File: src/rtl/pulse_seq_timer.sv
// Request sequencer with built-in hold/cooldown down-counter (IDLE/ARM/HOLD/ACTIVE/RELEASE/COOL).
// Optional feature: define PULSE_SEQ_RETRIGGER_EN to let a new request rise restart the sequence from COOL.
module pulse_seq_timer #(
  parameter int unsigned CNT_W = 16
) (
  input  logic             clk,
  input  logic             reset,
  input  logic             x,
  input  logic [CNT_W-1:0] t_on,
  input  logic [CNT_W-1:0] t_off,
  output logic             q,
  output logic             start,
  output logic             active,
  output logic             busy,
  output logic [CNT_W-1:0] count
);

  typedef enum logic [2:0] {
    S_IDLE    = 3'd0,
    S_ARM     = 3'd1,
    S_HOLD    = 3'd2,
    S_ACTIVE  = 3'd3,
    S_RELEASE = 3'd4,
    S_COOL    = 3'd5
  } state_t;

  state_t           state, state_d;
  logic [CNT_W-1:0] timer, timer_d;
  logic             x_q;
  logic             rise_c;

  assign rise_c = x & ~x_q;
  assign count  = timer;

  // Next-state and timer update
  always_comb begin
    state_d = state;
    timer_d = timer;
    case (state)
      S_IDLE: begin
        timer_d = '0;
        if (rise_c) state_d = S_ARM;
      end
      S_ARM: begin
        timer_d = t_on;
        state_d = S_HOLD;
      end
      S_HOLD: begin
        if (!x)                state_d = S_IDLE;
        else if (timer == '0)  state_d = S_ACTIVE;
        else                   timer_d = timer - CNT_W'(1);
      end
      S_ACTIVE: begin
        if (!x) state_d = S_RELEASE;
      end
      S_RELEASE: begin
        timer_d = t_off;
        state_d = S_COOL;
      end
      S_COOL: begin
`ifdef PULSE_SEQ_RETRIGGER_EN
        if (rise_c)            state_d = S_ARM;
        else if (timer == '0)  state_d = S_IDLE;
        else                   timer_d = timer - CNT_W'(1);
`else
        if (timer == '0)       state_d = S_IDLE;
        else                   timer_d = timer - CNT_W'(1);
`endif
      end
      default: begin
        state_d = S_IDLE;
        timer_d = '0;
      end
    endcase
  end

  // Registers; flag outputs are registered from the next state so they track the state register exactly
  always_ff @(posedge clk) begin
    if (reset) begin
      state  <= S_IDLE;
      timer  <= '0;
      x_q    <= 1'b0;
      q      <= 1'b0;
      start  <= 1'b0;
      active <= 1'b0;
      busy   <= 1'b0;
    end else begin
      state  <= state_d;
      timer  <= timer_d;
      x_q    <= x;
      q      <= (state_d == S_ARM);
      start  <= (state_d == S_RELEASE);
      active <= (state_d == S_ACTIVE);
      busy   <= (state_d != S_IDLE);
    end
  end

endmodule

File: config.mk
export PLATFORM = sky130hd
export DESIGN_NAME = pulse_seq_timer
export DESIGN_NICKNAME = d
export VERILOG_FILES = /design/src/rtl/pulse_seq_timer.sv
export SDC_FILE = /design/constraint.sdc
export NUM_CORES = 1
export LEC_CHECK = 0
export CORE_MARGIN = 2
export CORE_UTILIZATION = 46
export DETAILED_ROUTE_END_ITERATION = 8
export HOLD_SLACK_MARGIN = 0.02
export PLACE_DENSITY_LB_ADDON = 0.08
export SYNTH_ARGS = -nofsm -noshare
export SYNTH_HDL_FRONTEND = slang
export SYNTH_SLANG_ARGS = --single-unit
File: constraint.sdc
create_clock -name clk -period 2.8 [get_ports clk]
set_input_delay 0.42 -clock clk [delete_from_list [all_inputs] [get_ports clk]]
set_output_delay 0.42 -clock clk [all_outputs]
set_load 0.02 [all_outputs]
==> results.json <==
{
  "dp_hpwl_mm": 3.85,
  "synth_flop_cell": "dfxtp_1",
  "highest_layer": "met4",
  "tritoncts": "built",
  "cts_resized": 0,
  "dpl_cell_area_sq_mm": 0.00226,
  "area_delta_synth_final_pct": 38.1,
  "min_period_ns": 2.51,
  "final_common_cell": "clkdlybuf4s50_1",
  "synth_edf_count": 0,
  "cp.arrival_ns": 2.77,
  "clk_pin_slew_worst_paths_ns": 0.16,
  "period_share_pct": 89.5,
  "crit_chain": "inv_1 -> ha_1 -> nor4b_1 -> and4_1 -> a21oi_1 -> buf_4 -> nor2_1 -> a311oi_1",
  "wire_per_inst_microns": 16.7,
  "core_sq_mm": 0.00342,
  "portBuffers": 54,
  "die_x_microns": 64.4,
  "syn-num-nets": 253,
  "synthTopCellsByArea": "dfxtp_1 (29%), a21oi_1 (5.1%), nor2_1 (4.3%)",
  "holdPathStages": 2,
  "antenna_cells": 0,
  "hold_viol": 0,
  "die-area_sq_mm": 0.00415,
  "pwr-share-seq_pct": 36.5,
  "p_per_area_mw_per_mm2": 477,
  "route.met3.wl_microns": 378,
  "grtUsageTotal_pct": 26.4,
  "htreeDepth": 1,
  "cts_buffer_depth": 2,
  "status": "finished clean",
  "syn_area_per_cell_sq_um": 7.77,
  "crit_path_start_kind": "register",
  "path_max_fanout": 8,
  "endpoint_kind": "register",
  "place_worst_setup_slack_ns": 0.382,
  "insertion_delay_ns": 0.34,
  "internal_power_mw": 0.711,
  "switching_power_mw": 0.393,
  "tightest_slew_ns": 0.886,
  "drcViolationCount": 0,
  "drtIter0Drc": 205,
  "critPathSlowestCell": "a21oi_1",
  "rsz0062_at_grt": "no",
  "postCtsHoldBufs": 0,
  "antenna_found_initial": 0,
  "dr.pass1.iters": 4,
  "tns_ns": 0,
  "slew_headroom_pct": 40.8,
  "synth_largest_area_cell": "dfxtp_1",
  "ys_seq_area_share_pct": 28.6,
  "grt_overflow": 0,
  "netSwitchingFraction_pct": 35.6,
  "vdd_ir_drop_max_uv": 268,
  "start_util_pct": 49.1,
  "setup_ws_ns": 0.293,
  "synth_cells": 216,
  "synthArstFlopShare_pct": 0,
  "post_cts_buffers": 0,
  "ios": 55,
  "vias": 1908,
  "m1WireLength_mm": 2.51,
  "grt_pass1_vias": 1741,
  "cts_made_buffers": 3,
  "dr_wl_met2_mm": 2.25,
  "row_count": 21,
  "clkPwrFrac_pct": 24.4,
  "timing.fmax_ghz": 0.399,
  "cts-root-buf": "clkbuf_4",
  "r2r_cells": 8,
  "ant_nets": 0,
  "drt-total-wl_mm": 5.20,
  "mostFrequentLayoutCells": "clkdlybuf4s50_1 (54), dfxtp_1 (24), nor2_1 (19)",
  "combPwrFrac_pct": 39.1,
  "worstPathRequired_ns": 3.07,
  "drive_gt1_share_pct": 7.89,
  "finalMaxSlewViolations": 0,
  "hp-class": "register to register",
  "hold_ws_ns": 0.524,
  "setup_viol": 0,
  "cp_slowest_stage_delay_ns": 0.57,
  "leakage_nw": 0.857,
  "grt_pass1_wl_mm": 8.76,
  "synth_warnings": 0,
  "grt_max_degree": 21,
  "final_area_sq_mm": 0.00232,
  "yosysTopAreaCellShare_pct": 28.6,
  "cap_viol_max_count": 0,
  "globalplace.congestion": 0.949,
  "die_y_microns": 64.4,
  "num-nets-final": 304,
  "ys_ff_latch": 24,
  "finClkSkew_ns": 0.00966,
  "crit_type": "register to register",
  "routed_via_density": 6.12,
  "numClockSinks": 24,
  "syn_area_sq_mm": 0.00168,
  "yosysUniqueCellTypes": 49
}
==> power groups by stage <==
stage                     Combinational (mW)  Sequential, mW  Clock (mW)
after floorplan                        0.263           0.414           0
after global placement                 0.424           0.409           0
after detailed placement               0.423           0.410           0
after CTS                              0.425           0.402       0.270
after global routing                   0.473           0.407       0.280
final                                  0.432           0.403       0.269
==> layout make-up <==
| class | instances | area [sq um] |
|---|---|---|
| Timing Repair Buffer | 62 | 601 |
| Clock inverter | 1 | 30.0 |
| Tap cell | 46 | 57.6 |
| Clock buffer | 3 | 22.5 |
| Multi-Input combinational cell | 170 | 1100 |
| Inverter | 6 | 22.5 |
| Fill cell | 302 | 1100 |
| Sequential cell | 24 | 480 |
==> layer usage <==
layer	global-route usage, %	vias up
met5	0	-
met4	7.71	0
met3	4.23	6
met2	39.8	82
met1	38.5	886
li1	-	934
==> critical path, delay by kind of cell (launching register included) <==
| family | cells | cell delay [ns] |
|---|---|---|
| AND/OR/NAND/NOR | 3 | 0.48 |
| flip-flops | 1 | 0.52 |
| AO/OA/AOI/OAI | 2 | 0.80 |
| buffers and inverters | 2 | 0.40 |
| adder cells (fa/ha/maj) | 1 | 0.24 |
==> synthesized netlist by cell type, types with 5 or more instances <==
cell type  number
dfxtp_1        24
nor2_1         19
a21oi_1        17
o21ai_0        13
nor3_1         12
clkbuf_1       11
a22oi_1         9
nand2_1         8
nor3b_1         7
inv_1           6
nor4_1          6
o22ai_1         6
nor2b_1         5
==> metrics by stage <==
| step | std cells | total power [mW] | util (%) |
|---|---|---|---|
| 2_1_floorplan | 216 | 0.677 | - |
| 3_3_place_gp | 308 | 0.834 | 66.3 |
| 3_5_place_dp | 308 | 0.833 | 66.3 |
| 4_1_cts | 312 | 1.10 | 67.8 |
| 5_1_grt | 312 | 1.16 | 67.8 |
| 6_report | 312 | 1.10 | 67.8 |
==> logic make-up (layout without fill, tap and decap cells) <==
group           count (synthesis)  count (layout)  synth area share (%)
simple gates                   87              87                  31.3
compound gates                 76              76                  30.3
flops                          24              24                  28.6
buf+inv                        22              72                  5.59
xor+xnor                        4               4                  2.09
fa+ha+maj                       2               2                  1.49
mux                             1               1                 0.597
==> worst paths after layout <==
path	start	end	slack (ns)
min	count[9]	count[9]	0.52
min reg2reg	count[9]	count[9]	0.52
max reg2reg	count[0]	count[4]	0.29
max	count[0]	count[4]	0.29
==> flip-flops by register name, indices dropped and copies added (netlist names) <==
register / count
busy: 1
count: 16
state: 3
x_q: 1
active: 1
q: 1
start: 1
(Power assumes the default switching activity.)
